==> src/rtl/ps2_kbd_pkg.sv <==
// Shared constants, receive FSM states and 7-segment decode
// for the PS/2 keyboard FIFO slave.
package ps2_kbd_pkg;

  localparam logic [1:0] A_DATA   = 2'd0;
  localparam logic [1:0] A_STATUS = 2'd1;
  localparam logic [1:0] A_CTRL   = 2'd2;
  localparam logic [1:0] A_LEVEL  = 2'd3;

  localparam int ST_NE   = 0;
  localparam int ST_FULL = 1;
  localparam int ST_OVF  = 2;
  localparam int ST_PERR = 3;
  localparam int ST_FERR = 4;

  localparam int CT_IRQ_EN = 0;
  localparam int CT_RX_EN  = 1;
  localparam int CT_FLUSH  = 2;

  typedef enum logic [1:0] {
    IDLE,
    DATA,
    PARITY,
    STOP
  } rx_state_t;

  // Active-low segments, bit order gfedcba
  function automatic logic [6:0] hex7seg(input logic [3:0] n);
    logic [6:0] s;
    case (n)
      4'h0: s = 7'h40;
      4'h1: s = 7'h79;
      4'h2: s = 7'h24;
      4'h3: s = 7'h30;
      4'h4: s = 7'h19;
      4'h5: s = 7'h12;
      4'h6: s = 7'h02;
      4'h7: s = 7'h78;
      4'h8: s = 7'h00;
      4'h9: s = 7'h10;
      4'hA: s = 7'h08;
      4'hB: s = 7'h03;
      4'hC: s = 7'h46;
      4'hD: s = 7'h21;
      4'hE: s = 7'h06;
      default: s = 7'h0E;
    endcase
    return s;
  endfunction

endpackage

==> src/rtl/ps2_rx_frame.sv <==
// PS/2 device-to-host frame receiver: synchroniser, kc fall
// detect, start/data/parity/stop FSM and inter-edge timeout.
module ps2_rx_frame
  import ps2_kbd_pkg::*;
#(
  parameter int TIMEOUT_CYCLES = 50000,
  parameter int SYNC_STAGES    = 2
) (
  input  logic       clk,
  input  logic       rst_n,
  input  logic       rx_en,
  input  logic       kc,
  input  logic       kd,
  output logic       byte_valid,
  output logic [7:0] rx_byte,
  output logic       parity_err,
  output logic       frame_err
);

  localparam int TW = $clog2(TIMEOUT_CYCLES + 1);

  logic [SYNC_STAGES-1:0] kc_sr;
  logic [SYNC_STAGES-1:0] kd_sr;
  logic                   kc_prev;
  logic                   kc_s;
  logic                   kd_s;
  logic                   fall;
  rx_state_t              state;
  rx_state_t              state_n;
  logic [7:0]             sreg;
  logic [2:0]             bitcnt;
  logic                   par_ok;
  logic [TW-1:0]          tmr;
  logic                   tout;

  assign kc_s    = kc_sr[SYNC_STAGES-1];
  assign kd_s    = kd_sr[SYNC_STAGES-1];
  assign fall    = kc_prev & ~kc_s;
  assign tout    = (state != IDLE) && (tmr == TW'(TIMEOUT_CYCLES));
  assign rx_byte = sreg;

  always_ff @(posedge clk or negedge rst_n) begin
    if (!rst_n) begin
      kc_sr   <= '1;
      kd_sr   <= '1;
      kc_prev <= 1'b1;
      state   <= IDLE;
      sreg    <= '0;
      bitcnt  <= '0;
      par_ok  <= 1'b0;
      tmr     <= '0;
    end else begin
      kc_sr   <= {kc_sr[SYNC_STAGES-2:0], kc};
      kd_sr   <= {kd_sr[SYNC_STAGES-2:0], kd};
      kc_prev <= kc_s;
      state   <= state_n;
      if (state == IDLE)
        bitcnt <= '0;
      else if (fall && state == DATA) begin
        sreg   <= {kd_s, sreg[7:1]};
        bitcnt <= bitcnt + 3'd1;
      end
      if (fall && state == PARITY)
        par_ok <= ^{sreg, kd_s};
      if (state == IDLE || fall)
        tmr <= '0;
      else if (!tout)
        tmr <= tmr + TW'(1);
    end
  end

  always_comb begin
    state_n = state;
    if (!rx_en || tout)
      state_n = IDLE;
    else if (fall) begin
      unique case (state)
        IDLE:   if (!kd_s) state_n = DATA;
        DATA:   if (bitcnt == 3'd7) state_n = PARITY;
        PARITY: state_n = STOP;
        STOP:   state_n = IDLE;
      endcase
    end
  end

  always_comb begin
    byte_valid = 1'b0;
    parity_err = 1'b0;
    frame_err  = 1'b0;
    if (rx_en) begin
      if (tout)
        frame_err = 1'b1;
      else if (fall && state == STOP) begin
        if (!kd_s)
          frame_err = 1'b1;
        else if (par_ok)
          byte_valid = 1'b1;
        else
          parity_err = 1'b1;
      end
    end
  end

endmodule

==> src/rtl/ps2_kbd_fifo_avs.sv <==
// PS/2 keyboard receiver with scancode FIFO, Avalon-MM regs and IRQ.
// Define KBD_SSEG_EN to drive the last scancode onto coe_sseg0/1.
module ps2_kbd_fifo_avs
  import ps2_kbd_pkg::*;
#(
  parameter int FIFO_DEPTH     = 16,
  parameter int TIMEOUT_CYCLES = 50000,
  parameter int SYNC_STAGES    = 2
) (
  input  logic       csi_clk,
  input  logic       csi_reset_n,
  input  logic       avs_s1_cs_n,
  input  logic [1:0] avs_s1_address,
  input  logic       avs_s1_read,
  output logic [7:0] avs_s1_readdata,
  input  logic       avs_s1_write,
  input  logic [7:0] avs_s1_writedata,
  output logic       ins_irq0_irq,
  input  logic       coe_kc,
  input  logic       coe_kd,
  output logic [6:0] coe_sseg0,
  output logic [6:0] coe_sseg1
);

  localparam int AW = $clog2(FIFO_DEPTH);
  localparam int CW = AW + 1;

  logic          byte_valid;
  logic [7:0]    rx_byte;
  logic          perr_p;
  logic          ferr_p;
  logic [7:0]    mem [FIFO_DEPTH];
  logic [AW-1:0] wptr;
  logic [AW-1:0] rptr;
  logic [CW-1:0] count;
  logic          irq_en;
  logic          rx_en;
  logic          ovf;
  logic          perr;
  logic          ferr;
  logic          rd;
  logic          wr;
  logic          w_st;
  logic          flush;
  logic          full;
  logic          not_empty;
  logic          do_pop;
  logic          do_push;
  logic          ovf_set;
  logic [7:0]    rd_mux;
  logic          unused_wd;

  ps2_rx_frame #(
    .TIMEOUT_CYCLES(TIMEOUT_CYCLES),
    .SYNC_STAGES   (SYNC_STAGES)
  ) u_rx (
    .clk       (csi_clk),
    .rst_n     (csi_reset_n),
    .rx_en     (rx_en),
    .kc        (coe_kc),
    .kd        (coe_kd),
    .byte_valid(byte_valid),
    .rx_byte   (rx_byte),
    .parity_err(perr_p),
    .frame_err (ferr_p)
  );

  assign unused_wd = ^avs_s1_writedata[7:5];
  assign rd        = ~avs_s1_cs_n & avs_s1_read;
  assign wr        = ~avs_s1_cs_n & avs_s1_write;
  assign w_st      = wr && avs_s1_address == A_STATUS;
  assign flush     = wr && avs_s1_address == A_CTRL
                     && avs_s1_writedata[CT_FLUSH];
  assign full      = count == CW'(FIFO_DEPTH);
  assign not_empty = count != '0;
  assign do_pop    = rd && avs_s1_address == A_DATA && not_empty;
  // A pop frees the slot a same-cycle push into a full FIFO needs
  assign do_push   = byte_valid && (!full || do_pop) && !flush;
  assign ovf_set   = byte_valid && full && !do_pop && !flush;

  always_ff @(posedge csi_clk) begin
    if (do_push)
      mem[wptr] <= rx_byte;
  end

  always_ff @(posedge csi_clk or negedge csi_reset_n) begin
    if (!csi_reset_n) begin
      wptr  <= '0;
      rptr  <= '0;
      count <= '0;
    end else if (flush) begin
      wptr  <= '0;
      rptr  <= '0;
      count <= '0;
    end else begin
      if (do_push) wptr <= wptr + AW'(1);
      if (do_pop)  rptr <= rptr + AW'(1);
      count <= count + CW'(do_push) - CW'(do_pop);
    end
  end

  always_ff @(posedge csi_clk or negedge csi_reset_n) begin
    if (!csi_reset_n) begin
      irq_en <= 1'b0;
      rx_en  <= 1'b1;
      ovf    <= 1'b0;
      perr   <= 1'b0;
      ferr   <= 1'b0;
    end else begin
      if (wr && avs_s1_address == A_CTRL) begin
        irq_en <= avs_s1_writedata[CT_IRQ_EN];
        rx_en  <= avs_s1_writedata[CT_RX_EN];
      end
      ovf  <= ovf_set
              | (ovf & ~(w_st & avs_s1_writedata[ST_OVF]));
      perr <= perr_p
              | (perr & ~(w_st & avs_s1_writedata[ST_PERR]));
      ferr <= ferr_p
              | (ferr & ~(w_st & avs_s1_writedata[ST_FERR]));
    end
  end

  always_comb begin
    rd_mux = 8'h00;
    unique case (1'b1)
      avs_s1_address == A_DATA:
        rd_mux = not_empty ? mem[rptr] : 8'h00;
      avs_s1_address == A_STATUS:
        rd_mux = {3'b000, ferr, perr, ovf, full, not_empty};
      avs_s1_address == A_CTRL:
        rd_mux = {6'b0, rx_en, irq_en};
      avs_s1_address == A_LEVEL:
        rd_mux = 8'(count);
    endcase
  end

  always_ff @(posedge csi_clk or negedge csi_reset_n) begin
    if (!csi_reset_n) begin
      avs_s1_readdata <= 8'h00;
      ins_irq0_irq    <= 1'b0;
    end else begin
      if (rd)
        avs_s1_readdata <= rd_mux;
      ins_irq0_irq <= irq_en & not_empty;
    end
  end

`ifdef KBD_SSEG_EN
  logic [7:0] last_byte;

  // Survives flush so the display keeps the last key seen
  always_ff @(posedge csi_clk or negedge csi_reset_n) begin
    if (!csi_reset_n)
      last_byte <= 8'h00;
    else if (do_push)
      last_byte <= rx_byte;
  end

  assign coe_sseg0 = hex7seg(last_byte[7:4]);
  assign coe_sseg1 = hex7seg(last_byte[3:0]);
`else
  assign coe_sseg0 = 7'h7F;
  assign coe_sseg1 = 7'h7F;
`endif

endmodule
==> config.mk <==
export PLATFORM = sky130hd
export DESIGN_NAME = ps2_kbd_fifo_avs
export DESIGN_NICKNAME = d
export VERILOG_FILES = /design/src/rtl/ps2_kbd_pkg.sv /design/src/rtl/ps2_rx_frame.sv /design/src/rtl/ps2_kbd_fifo_avs.sv
export SDC_FILE = /design/constraint.sdc
export NUM_CORES = 1
export LEC_CHECK = 0
export BUFFER_PORTS_ARGS = -buffer_cell sky130_fd_sc_hd__buf_2
export CELL_PAD_IN_SITES_DETAIL_PLACEMENT = 0
export CELL_PAD_IN_SITES_GLOBAL_PLACEMENT = 1
export CORE_UTILIZATION = 50
export CTS_BUF_LIST = sky130_fd_sc_hd__clkbuf_8
export DETAILED_ROUTE_END_ITERATION = 10
export MAX_ROUTING_LAYER = met4
export PLACE_DENSITY_LB_ADDON = 0.1
export SYNTH_ARGS = -nofsm -noshare
export SYNTH_HDL_FRONTEND = slang
export SYNTH_SLANG_ARGS = --single-unit
==> constraint.sdc <==
create_clock -name csi_clk -period 3.95 [get_ports csi_clk]
set_input_delay 0.5925 -clock csi_clk [delete_from_list [all_inputs] [get_ports csi_clk]]
set_output_delay 0.5925 -clock csi_clk [all_outputs]
set_load 0.005 [all_outputs]
==> impl_results.md <==
- Status: finished clean
- Reg-to-reg endpoint: count[4]
- Pin count of the biggest net entering global routing: 39
- Final setup viols: 0
- Final hold vios: 0
- Asr flop ratio synth: between 30% and 40%
- Sw Pwr: roughly 1.3 mW
- Startpoint types: flop
- Post-synth EDFFs: 128
- Die W: between 100 and 150 µm
- Worst hold start: coe_kc
- Die height: ~130 µm
- Worst Hold End: u_rx.kc_sr[0]
- Yosys reg bits: 190
- Seq pwr share: 50.8%
- Final instance area: between 9000 and 10000 µm²
- CTS Sinks: 190
- CTS tree: yes
- Period minus WS final: ~3500 ps
- Resize count post-CTS: 0
- Sw frac: between 20% and 30%
- IO buf count: 22
- Worst-path cell chain: inv_1 -> ha_1 -> and4b_4 -> a41o_1 -> or3_1 -> ha_1 -> inv_1 -> ha_1 -> inv_1 -> fa_1 -> nor2b_1 -> o21bai_1 -> a21oi_1 -> nor3b_1
- Routability Congestion: approximately 0.76
- Worst VDD drop: 0.000253 V
- Critical Path Fanout Max: 9
- Area growth syn-to-layout: 10.6%
- Initial DRC count: a little under 400
- CP peak stage delay: approximately 420 ps
- Worst path slowest cell: dfrtp_1
- Post-Syn Area per Cell: 15.1 µm²
- Hold_ws: 237 ps
- Number of global-route vias before repair: 4893
- Max-cap viol count: 0
- DR WL/cell: 20.6 µm
- Post-synthesis sequential area ratio: approximately 64%
- Relative slew slack: a little under two fifths
- Share of layout cells above drive strength 1: 23.5%
- Pwr Density: 502 nW/µm²
- Clk root buf: clkbuf_8
- Mapped cell area: about 8400 µm²
- Total GRT Usage: about 22%
- YS warnings: 0
- Top-area cell type share of the netlist area: between 40% and 50%
- Most frequent cell after synthesis: edfxtp_1
- Synth area leader: edfxtp_1
- Cells after synthesis: 558
- Top FF cell, synth: edfxtp_1
- Vias: between 4000 and 5000
- R2r startpoint: u_rx.state[0]
- Leakage: between 3 and 4 nW
- Fmax: 287 MHz
- First-pass GRT wire length: between 20000 and 30000 µm
- CP endpoint kind: flop
- Comb power frac: 18.8%
- Final ANT Viol Nets: 0
- Worst path arrival time: 3840 ps
- Setup Skew: roughly 16 ps
- DRT Pass-1 Iters: 4
- Hold Crit Class: input port to flop
- Finished Layout Cells: between 800 and 900
- Area of the multi-input gates: 2820 µm²
- Worst hold path depth: 1
- Antenna violations before repair: 0
- Synth cell count leaders: edfxtp_1 (128), dfrtp_1 (56), nand2_1 (32)
- Fillers: between 1000 and 1500
- Critical path class: flop to flop
- Placed insts: 800
- Finished Core Util: 56.3%
- Reg area: ~5400 µm²
- Worst Tran Pin Value: 930 ps
- Overall routed net length: about 17000 µm
- Count of different cell masters after synthesis: 67
- Post-CTS Setup Bufs: 0
- Final HPWL DP: ~12000 µm
- Top post-synthesis cells by area: edfxtp_1 (46%), dfrtp_1 (17%), mux4_2 (8.3%), ha_1 (3.0%), dfstp_2 (1.9%)
- Initial Util: a little over 50%
- Rows: 47
- Final period util: between 80 and 90%
- DR DRC count: 0
- Worst-case clock buffer depth: 2
- Number of diodes: 0
- GRT Residual Overflow: 0
- Number of vias per cell: around 5.7
- Core Region: ~17000 µm²
- R2R cell count: 14
- Max-slew violation count: 0
- Number of I/O pins: 40
- Skew-Pair Late Insertion Delay: approximately 460 ps
- Clock power share: 30.3%
- Die ar.: roughly 17000 µm²
- Nets: around 640
- DP Area: ~9000 µm²
- Setup TNS: 0 ps
- Reg2reg setup slack: 470 ps
- H-tree Lvls: 4
- Internal Power: roughly 3.4 mW
- Critical Path RT: 4300 ps
- RSZ-0062 raised after global routing: false
- Clk slew on worst S/H paths: about 110 ps
- CTS Buf Count: 17
- Hold_buf cts: 0
[cell type report]
type / count / area share (%)
sequential: 190 / 58.0
multi-input combinational: 325 / 30.3
timing repair buffer: 47 / 3.20
tap: 220 / 2.96
clock buffer: 17 / 2.51
clock inverter: 15 / 2.24
inverter: 18 / 0.726
[per-layer routing]
metal  vias to the layer above  track usage (%)  part of all wire [%]
met2                        87             34.7                    49
met4                         0             7.11                   1.5
met5                         -                -                     0
met1                      2445             30.0                    45
met3                        15             2.96                   4.0
li1                       2187                -                     -
[kinds of logic after synthesis]
kind of cell / count (synthesis) / share of synthesized area, %
muxes: 52 / 11.0
DFF: 190 / 64.2
other: 1 / 0.0446
xor gates and xnor gates: 20 / 2.24
and+or+nand+nor: 154 / 10.7
adders and majority gates: 21 / 3.21
AOI/OAI and AO/OA: 64 / 5.13
buffers and inverters: 56 / 3.43
[how the worst max path moves through the flow]
stage          slack, ps  depth (start not counted)        to     startpoint
2_1_floorplan        930                         14  count[4]  u_rx.state[0]
3_3_place_gp         590                         14  count[4]  u_rx.state[0]
3_5_place_dp         480                         14  count[4]  u_rx.state[0]
4_1_cts              470                         14  count[4]  u_rx.state[0]
5_1_grt              230                         14  count[4]  u_rx.state[0]
6_report             470                         14  count[4]  u_rx.state[0]
[state kept, by name (all words and copies together), names as in the netlist, 3 cells and up]
signal and flops:
u_rx.rx_byte 8, mem 128, avs_s1_readdata 8, u_rx.tmr 16, rptr 4, count 5
wptr 4, u_rx.bitcnt 3
[cell usage in the layout (no fill, tap or decap), types with 14 or more instances in the layout]
cell      instances
edfxtp_1        128
dfrtp_1          55
nand2_1          32
mux4_2           31
nor2_1           25
buf_4            25
buf_2            22
inv_1            20
a21oi_1          20
ha_1             20
nand3_1          17
clkbuf_8         17
conb_1           14
[stage by stage]
step,power (mW),setup WS [ps]
floorplan,3.04,933
global placement,3.29,591
detailed placement,3.32,479
CTS,4.73,465
global route,4.88,234
finish,4.67,465
[power groups by stage]
stage | registers, mW | clock network, mW | logic [mW]
3_5_place_dp | 2.43 | 0 | 0.892
4_1_cts | 2.38 | 1.45 | 0.894
3_3_place_gp | 2.42 | 0 | 0.873
6_report | 2.37 | 1.42 | 0.879
2_1_floorplan | 2.31 | 0 | 0.737
5_1_grt | 2.40 | 1.52 | 0.961
[critical path: cells and delay by family, from the launching register on]
| kind | cells | cell delay (ps) |
|---|---|---|
| DFF | 1 | 420 |
| AOI/OAI and AO/OA | 3 | 650 |
| and+or+nand+nor | 4 | 910 |
| adders and majority gates | 4 | 1140 |
| buffers and inverters | 3 | 250 |
Note: power is estimated with default switching activity, not from simulation.
